File: src/rtl/event_fifo_mode_pkg.sv
// Shared types and constants for the event-path FIFO.
// The optional statistics block is enabled by defining FIFO_STATS_EN.
package event_fifo_pkg;

  // What happens to a push that arrives while the FIFO is full and no pop is present.
  typedef enum logic {
    OVF_DROP_NEW,
    OVF_DROP_OLDEST
  } ovf_policy_e;

  localparam int STAT_W = 16;

endpackage

File: src/rtl/event_fifo_mode_if.sv
// Bus between the event producer/consumer and the event FIFO.
// master = capture/drain side, slave = the FIFO itself.
interface event_fifo_mode_if
  import event_fifo_pkg::*;
#(
  parameter int W     = 72,
  parameter int DEPTH = 4,
  parameter int CW    = $clog2(DEPTH + 1)
);

  // push/pop are single-cycle requests sampled every posedge; there is no ready,
  // refusal is reported afterwards through the overflow/underflow pulses.
  logic              push;
  logic [W-1:0]      push_data;
  logic              pop;
  logic [W-1:0]      pop_data;
  logic [W-1:0]      peek_data;
  logic              empty;
  logic              full;
  logic              almost_empty;
  logic              almost_full;
  logic [CW-1:0]     count;
  logic              overflow;
  logic              underflow;
  logic              stats_clr;
  logic [STAT_W-1:0] drop_count;
  logic [CW-1:0]     high_water;

  modport master (
    output push, push_data, pop, stats_clr,
    input  pop_data, peek_data, empty, full, almost_empty, almost_full,
    input  count, overflow, underflow, drop_count, high_water
  );

  modport slave (
    input  push, push_data, pop, stats_clr,
    output pop_data, peek_data, empty, full, almost_empty, almost_full,
    output count, overflow, underflow, drop_count, high_water
  );

endinterface

File: src/rtl/event_fifo_mode_wrap_ptr.sv
// Storage pointer for the event FIFO; wraps explicitly at DEPTH-1 so any depth works.
module fifo_wrap_ptr #(
  parameter int DEPTH = 4,
  parameter int AW    = $clog2(DEPTH)
) (
  input  logic          clk,
  input  logic          rst,
  input  logic          inc,
  output logic [AW-1:0] ptr
);

  localparam logic [AW-1:0] LAST = AW'(DEPTH - 1);

  always_ff @(posedge clk) begin
    if (rst) begin
      ptr <= '0;
    end else if (inc) begin
      ptr <= (ptr == LAST) ? '0 : ptr + 1'b1;
    end
  end

endmodule

File: src/rtl/event_fifo_mode.sv
// Event-path FIFO: arbitrary depth, watermarks, drop-new/drop-oldest overflow policy.
// Occupancy/drop statistics are built only when FIFO_STATS_EN is defined.
module event_fifo_mode
  import event_fifo_pkg::*;
#(
  parameter int          W         = 72,
  parameter int          DEPTH     = 4,
  parameter int          AF_THRESH = DEPTH - 1,
  parameter int          AE_THRESH = 1,
  parameter ovf_policy_e POLICY    = OVF_DROP_NEW
) (
  input logic              clk,
  input logic              rst,
  event_fifo_mode_if.slave fif
);

  localparam int            AW   = $clog2(DEPTH);
  localparam int            CW   = $clog2(DEPTH + 1);
  localparam logic [CW-1:0] FULL = CW'(DEPTH);
  localparam logic [CW-1:0] AF_C = CW'(AF_THRESH);
  localparam logic [CW-1:0] AE_C = CW'(AE_THRESH);

  logic [W-1:0]  mem [DEPTH];
  logic [AW-1:0] wr_ptr;
  logic [AW-1:0] rd_ptr;
  logic [CW-1:0] count_q;
  logic [CW-1:0] count_nxt;
  logic [W-1:0]  pop_data_q;
  logic          ovf_q;
  logic          unf_q;

  logic is_empty;
  logic is_full;
  logic do_pop;
  logic drop_head;
  logic wr_inc;
  logic rd_inc;
  logic ovf_nxt;
  logic unf_nxt;

  // All decisions use the pre-edge occupancy. A pop on an empty FIFO never
  // bypasses the push; a push on a full FIFO is taken only if a slot frees up
  // this cycle (real pop) or the policy sacrifices the head.
  always_comb begin
    is_empty  = (count_q == '0);
    is_full   = (count_q == FULL);
    do_pop    = fif.pop && !is_empty;
    drop_head = fif.push && !fif.pop && is_full && (POLICY == OVF_DROP_OLDEST);
    wr_inc    = fif.push && (!is_full || do_pop || drop_head);
    rd_inc    = do_pop || drop_head;
    ovf_nxt   = fif.push && !fif.pop && is_full;
    unf_nxt   = fif.pop && is_empty;
  end

  always_comb begin
    count_nxt = count_q;
    if (wr_inc && !rd_inc) begin
      count_nxt = count_q + 1'b1;
    end else if (rd_inc && !wr_inc) begin
      count_nxt = count_q - 1'b1;
    end
  end

  fifo_wrap_ptr #(.DEPTH(DEPTH)) u_wr_ptr (
    .clk (clk),
    .rst (rst),
    .inc (wr_inc),
    .ptr (wr_ptr)
  );

  fifo_wrap_ptr #(.DEPTH(DEPTH)) u_rd_ptr (
    .clk (clk),
    .rst (rst),
    .inc (rd_inc),
    .ptr (rd_ptr)
  );

  // Storage has no reset; only accepted pushes write it.
  always_ff @(posedge clk) begin
    if (wr_inc) begin
      mem[wr_ptr] <= fif.push_data;
    end
  end

  always_ff @(posedge clk) begin
    if (rst) begin
      count_q    <= '0;
      pop_data_q <= '0;
      ovf_q      <= 1'b0;
      unf_q      <= 1'b0;
    end else begin
      count_q <= count_nxt;
      ovf_q   <= ovf_nxt;
      unf_q   <= unf_nxt;
      // A head discarded by the overflow policy is never presented on pop_data.
      if (do_pop) begin
        pop_data_q <= mem[rd_ptr];
      end
    end
  end

  assign fif.pop_data     = pop_data_q;
  assign fif.peek_data    = is_empty ? '0 : mem[rd_ptr];
  assign fif.empty        = is_empty;
  assign fif.full         = is_full;
  assign fif.almost_empty = (count_q <= AE_C);
  assign fif.almost_full  = (count_q >= AF_C);
  assign fif.count        = count_q;
  assign fif.overflow     = ovf_q;
  assign fif.underflow    = unf_q;

`ifdef FIFO_STATS_EN
  logic [STAT_W-1:0] drop_q;
  logic [CW-1:0]     hw_q;

  // Clear has priority over a same-cycle update; drop counter saturates.
  always_ff @(posedge clk) begin
    if (rst || fif.stats_clr) begin
      drop_q <= '0;
      hw_q   <= '0;
    end else begin
      if (ovf_nxt && (drop_q != {STAT_W{1'b1}})) begin
        drop_q <= drop_q + 1'b1;
      end
      if (count_nxt > hw_q) begin
        hw_q <= count_nxt;
      end
    end
  end

  assign fif.drop_count = drop_q;
  assign fif.high_water = hw_q;
`else
  assign fif.drop_count = '0;
  assign fif.high_water = '0;
`endif

endmodule
File: src/flat_wrapper.sv
// flat-port wrapper written by rule: the top's interface ports become plain ports
module event_fifo_mode_flat import event_fifo_pkg::*;
#(
  parameter int          W         = 72,
  parameter int          DEPTH     = 4,
  parameter int          AF_THRESH = DEPTH - 1,
  parameter int          AE_THRESH = 1,
  parameter ovf_policy_e POLICY    = OVF_DROP_NEW
)
  (clk, rst, fif_push, fif_push_data, fif_pop, fif_stats_clr, fif_pop_data, fif_peek_data, fif_empty, fif_full, fif_almost_empty, fif_almost_full, fif_count, fif_overflow, fif_underflow, fif_drop_count, fif_high_water);
  event_fifo_mode_if #(.W(W), .DEPTH(DEPTH)) fif_i ();
  input logic clk;
  input logic rst;
  input wire logic [$bits(fif_i.push)-1:0] fif_push;
  input wire logic [$bits(fif_i.push_data)-1:0] fif_push_data;
  input wire logic [$bits(fif_i.pop)-1:0] fif_pop;
  input wire logic [$bits(fif_i.stats_clr)-1:0] fif_stats_clr;
  output wire logic [$bits(fif_i.pop_data)-1:0] fif_pop_data;
  output wire logic [$bits(fif_i.peek_data)-1:0] fif_peek_data;
  output wire logic [$bits(fif_i.empty)-1:0] fif_empty;
  output wire logic [$bits(fif_i.full)-1:0] fif_full;
  output wire logic [$bits(fif_i.almost_empty)-1:0] fif_almost_empty;
  output wire logic [$bits(fif_i.almost_full)-1:0] fif_almost_full;
  output wire logic [$bits(fif_i.count)-1:0] fif_count;
  output wire logic [$bits(fif_i.overflow)-1:0] fif_overflow;
  output wire logic [$bits(fif_i.underflow)-1:0] fif_underflow;
  output wire logic [$bits(fif_i.drop_count)-1:0] fif_drop_count;
  output wire logic [$bits(fif_i.high_water)-1:0] fif_high_water;
  assign fif_i.push = fif_push;
  assign fif_i.push_data = fif_push_data;
  assign fif_i.pop = fif_pop;
  assign fif_i.stats_clr = fif_stats_clr;
  assign fif_pop_data = fif_i.pop_data;
  assign fif_peek_data = fif_i.peek_data;
  assign fif_empty = fif_i.empty;
  assign fif_full = fif_i.full;
  assign fif_almost_empty = fif_i.almost_empty;
  assign fif_almost_full = fif_i.almost_full;
  assign fif_count = fif_i.count;
  assign fif_overflow = fif_i.overflow;
  assign fif_underflow = fif_i.underflow;
  assign fif_drop_count = fif_i.drop_count;
  assign fif_high_water = fif_i.high_water;
  event_fifo_mode #(.W(W), .DEPTH(DEPTH), .AF_THRESH(AF_THRESH), .AE_THRESH(AE_THRESH), .POLICY(POLICY)) u_core (.clk(clk), .rst(rst), .fif(fif_i));
endmodule
File: config.mk
export PLATFORM = sky130hd
export DESIGN_NAME = event_fifo_mode_flat
export DESIGN_NICKNAME = d
export VERILOG_FILES = /design/src/rtl/event_fifo_mode_pkg.sv /design/src/rtl/event_fifo_mode_if.sv /design/src/rtl/event_fifo_mode_wrap_ptr.sv /design/src/rtl/event_fifo_mode.sv /design/src/flat_wrapper.sv
export SDC_FILE = /design/constraint.sdc
export NUM_CORES = 1
export LEC_CHECK = 0
export BUFFER_PORTS_ARGS = -buffer_cell sky130_fd_sc_hd__buf_2
export CORE_MARGIN = 3
export CORE_UTILIZATION = 45
export DETAILED_ROUTE_END_ITERATION = 12
export GPL_TIMING_DRIVEN = 0
export HOLD_SLACK_MARGIN = 0.05
export PLACE_DENSITY = 0.68
export SLEW_MARGIN = 20
export SYNTH_ARGS = -nofsm -noshare
export SYNTH_HDL_FRONTEND = slang
export SYNTH_HIERARCHICAL = 1
export SYNTH_SLANG_ARGS = --single-unit
File: constraint.sdc
create_clock -name clk -period 16.85 [get_ports clk]
set_clock_uncertainty 0.05 [all_clocks]
set_input_delay 0.8425 -clock clk [delete_from_list [all_inputs] [get_ports clk]]
set_output_delay 0.8425 -clock clk [all_outputs]
set_load 0.01 [all_outputs]
# == Yosys cells after proc, flatten, opt, wreduce, memory -nomap -nowiden ==
# Memories as Yosys holds them, arrays and structs flattened. A register that Yosys moved wholly into a read port is not among the register bits.
# Cells that the tools add are included.
# word_totals
ram_bits,288
output_inout_bits,172
ff_bits,81
input_bits,77
mem_count,1
wordCells,40
# op_classes
n_lt_le_gt_ge,2
muxes,9
reduce_logical,15
eq_ne,3
add_sub_neg,4
# memory_table
name,words,width,rd,rd_clocked_by_memory_dff,wr,line_no,text
u_core.mem,4,72,1,1,1,event_fifo_mode.sv:23,logic [W-1:0] mem [DEPTH];
# op_table
cell,count
$mux 72,1
$mux 2,4
$logic_and 1x1->1,7
$mux 3,2
$logic_not 1->1,5
$add 2x1->2 const B,2
$eq 2x2->1 const B,2
$add 3x1->3 const B,1
$eq 3x3->1 const B,1
$ge 3x2->1 const B,1
$le 3x1->1 const B,1
$logic_not 3->1,1
$sub 3x1->3 const B,1
$mux 1,2
$reduce_bool 2->1,1
$logic_or 1x1->1,1

# == Longest topological paths before layout ==
# depth
ltp_word,9
ltp_mapped,9
depth_no_buf,8

# == Modules after synthesis ==
# The synthesis kept the hierarchy.
# by_module_without_submodules
mod,n_inst,cells_each,seq_area_each_um2,area_per_inst_um2
event_fifo_mode,1,680,10189.8,13571.8
fifo_wrap_ptr,2,8,40.0,86.3

# == Least setup slack after synthesis ==
# OpenSTA, ideal clock, no wires.
# synth_path
path_kind,register to register
startpoint,reg u_core.count_q[0] (netlist: u_core/fif.count[0])
endpoint,mem u_core.mem[0][0] (enable)
arrival_ps,6401
period_less_slack_ps,7057
required_ps,16195
stages_incl_launch_ff,6
setup_time_ps,605
slack_ps,9793
n_path_buf,0
cell_sequence,dfxtp_1 inv_1 ha_1 nand2_1 o21a_1 nor3b_1
# synth_between
elab_chain_cells,7
word_cells_on_any_way,9
# synth_lines
element,line_no,text
start: declaration,event_fifo_mode.sv:26,logic [CW-1:0] count_q;
start signal: assignment,event_fifo_mode.sv:92,count_q <= count_nxt;
$logic_not 3->1,event_fifo_mode.sv:45,is_empty = (count_q == '0);
$logic_not 1->1,event_fifo_mode.sv:47,do_pop = fif.pop && !is_empty;
$logic_and 1x1->1,event_fifo_mode.sv:47,
$logic_or 1x1->1 *,event_fifo_mode.sv:49,wr_inc = fif.push && (!is_full || do_pop || drop_head);
$logic_and 1x1->1 *,event_fifo_mode.sv:49,
named net u_core.wr_inc,event_fifo_mode.sv:36,logic wr_inc;
$mux 1 *,event_fifo_mode.sv:80,if (wr_inc) begin
$mux 1 (not written as such) *,event_fifo_mode.sv:81,mem[wr_ptr] <= fif.push_data;
end: declaration,event_fifo_mode.sv:23,
# Mark *: on every way through the listed nets, which the timed path passes. The rest lies on a longest branch.

# == Final worst setup path ==
# layout_path
startpoint,reg u_core.count_q[0] (netlist: u_core/fif.count[0])
endpoint,out fif_peek_data[46]
# layout_between
elab_chain_cells,2
# layout_lines
element,line_no,text
$logic_not 3->1,event_fifo_mode.sv:45,
$mux 72,event_fifo_mode.sv:103,assign fif.peek_data = is_empty ? '0 : mem[rd_ptr];
end: declaration,flat_wrapper.sv:19,output wire logic [$bits(fif_i.peek_data)-1:0] fif_peek_data;
# Every way passes these cells.

==> metrics <==
max_cap viols 0; worst-path fanout max 10; Final ANT Viol Nets 0; Mapped Avg Cell Area 19.7 um^2; area grow syn2layout 23.6%; Yosys top cell by area edfxtp_1; Power, Total 2.81 mW; H-Tree Depth 2; area of the multi-input gates 3150 um^2; Worst EP arrival 2.84 ns; GR Util All Layers 0.176; Post-layout nets 1082; Worst-Margin Slew 0.849 ns; placed wire-length estimate 19.0 mm; CTS sink cnt 369; worst hold margin 0.416 ns; slew margin rel. 0.434; async set or reset register ratio after synthesis 0; Post-Syn Area 13700 um^2; Longest Clk Path Bufs 3; final setup fails 0; DR pass1 iterations 5; Synth cell types 34; largest net degree at the start of global routing 43; I/O Pins 249; Post-CTS Hold Buffers 0; pwr dens 165 nW/um^2; CTS tree yes; Worst Path Required 15.96 ns; Die Height 181 um; Die Width 181 um; share of the synthesized area in the top cell type 0.629; Vias/cell 5.22; Setup Buffers After CTS 0; number of flops mapped to enable cells by yosys 288; number of global-route vias before repair 7749; kind of critical path register to primary output; final core utilization 0.569; post-synthesis register bit count 369; RSZ-0062 raised after global routing no; kind of end point of the critical path primary output; wire per inst 20.5 um; cts bufs inserted 39; Port Buffers 228; global-route wire length before repair 45.3 mm; Placer Congestion 0.716; period utilization 0.222; row count 63; Worst setup SP type register; highest clock rate 268 MHz; Yosys warning count 6; register area 10300 um^2; Synth Instances 696; Synth top cells by count edfxtp_1 (288), dfxtp_1 (81), a22o_1 (72), and2_1 (72), mux4_2 (71); register area share after synthesis 0.747; fill count 2328; share of layout cells above drive strength 1 0.419; antenna diode count 0; GR Overflow Total 0; initial antenna violation count 2; Tmin final 3.74 ns; Initial Util 0.460; Clock Latency Late Sink 0.52 ns; Pleak 6.46 nW; clock slew at reported path FFs 0.06 ns; via count 7400; Routed WL 29.0 mm; Synth area leaders edfxtp_1 (63%), dfxtp_1 (12%), mux4_2 (12%); DRT iter0 DRCs 563; Hold Vio Cnt, Final 0; fin. max-slew vios 0; cts repair resizes 0; DRC 0; HP Class register to register; Max VDD drop 0.0971 mV; dominant synthesized flop cell edfxtp_1; root buf cell clkbuf_16; count leader, synth edfxtp_1; outcome finished, final reports clean; floorplan core area 29900 um^2; full die area 32700 um^2; final setup TNS 0 ns
-- path summary, 6_finish.rpt --
kind                                                      startpoint                                   end  slack (ns)  cells past startpoint
worst max-delay path                u_core/fif.count[0]$_SDFFE_PP0P_                     fif_peek_data[46]       13.11                      7
worst min-delay path            u_core/fif.pop_data[18]$_SDFFE_PP0P_  u_core/fif.pop_data[18]$_SDFFE_PP0P_        0.42                      1
worst max register to register      u_core/fif.count[0]$_SDFFE_PP0P_           u_core/mem[0][43]$_DFFE_PP_       14.05                      9
worst min register to register  u_core/fif.pop_data[18]$_SDFFE_PP0P_  u_core/fif.pop_data[18]$_SDFFE_PP0P_        0.42                      1
-- worst max-delay path, stage by stage (launching register included) --
cell and delay, ns:
dfxtp_1 0.41, inv_1 0.12, ha_1 0.25, nand2b_4 0.10, clkbuf_1 0.64, clkbuf_1 0.47
and2_1 0.21, buf_2 0.13
-- cells by family (layout without fill, tap and decap cells) --
| logic type | count (synthesis) | after routing | share of synthesized area |
|---|---|---|---|
| muxes | 75 | 75 | 0.120 |
| and+or+nand+nor | 95 | 95 | 0.0438 |
| adders and majority gates | 8 | 8 | 0.00728 |
| xor gates and xnor gates | 2 | 2 | 0.00127 |
| DFF | 369 | 369 | 0.747 |
| other | 1 | 19 | 0.000273 |
| AOI/OAI and AO/OA | 81 | 81 | 0.0498 |
| buffers and inverters | 65 | 379 | 0.0300 |
-- layer usage --
layer  vias to the layer above  global-route usage  part of all wire
met5                         -                   0           0.00090
li1                       3348                   -                 -
met3                        44              0.0433             0.075
met2                       263               0.285              0.48
met1                      3741               0.246              0.42
met4                         4              0.0402             0.015
-- per-stage QoR --
step | cell area (um^2) | setup WS [ns] | cells
6_report | 17000 | 13.11 | 1418
5_1_grt | 17000 | 12.87 | 1418
4_1_cts | 17000 | 12.96 | 1418
3_5_place_dp | 15600 | 13.51 | 1346
3_3_place_gp | 15400 | 5.17 | 1332
2_1_floorplan | 13800 | 9.79 | 714
-- report_power, final --
group          total (mW)  internal, mW  switching [mW]
Sequential           1.14          1.10          0.0437
Combinational       0.798         0.366           0.432
Clock               0.870         0.532           0.338
Total                2.81          1.99           0.813
-- sequential cells by signal, indices dropped and copies added (netlist names) --
signal,count
u_core/mem,288
u_core/fif.pop_data,72
u_core/fif.count,3
u_core/u_rd_ptr/ptr,2
u_core/u_wr_ptr/ptr,2
u_core/fif.overflow,1
u_core/fif.underflow,1
-- placed cells by master, fill, tap and decap left out, types with 4 or more instances in the layout --
cell type,Yosys,layout
a21oi_1,4,4
a22o_1,72,72
and2_1,72,72
buf_2,14,242
buf_4,23,31
buf_6,7,9
clkbuf_1,14,18
clkbuf_16,0,42
clkbuf_8,0,7
clkinv_2,0,9
conb_1,1,19
dfxtp_1,81,81
edfxtp_1,288,288
ha_1,8,8
inv_1,5,5
mux4_2,71,71
nor2_1,7,7
-- area by class of cell --
| type | instances | share of cell area |
|---|---|---|
| Timing Repair Buffer | 242 | 0.0776 |
| Tap cell | 390 | 0.0287 |
| Buffer | 59 | 0.0229 |
| Clock buffer | 53 | 0.0684 |
| Clock inverter | 19 | 0.0110 |
| Inverter | 6 | 0.00133 |
| Sequential cell | 369 | 0.605 |
| Multi-Input combinational cell | 280 | 0.185 |
Note: power is estimated with default switching activity, not from simulation.
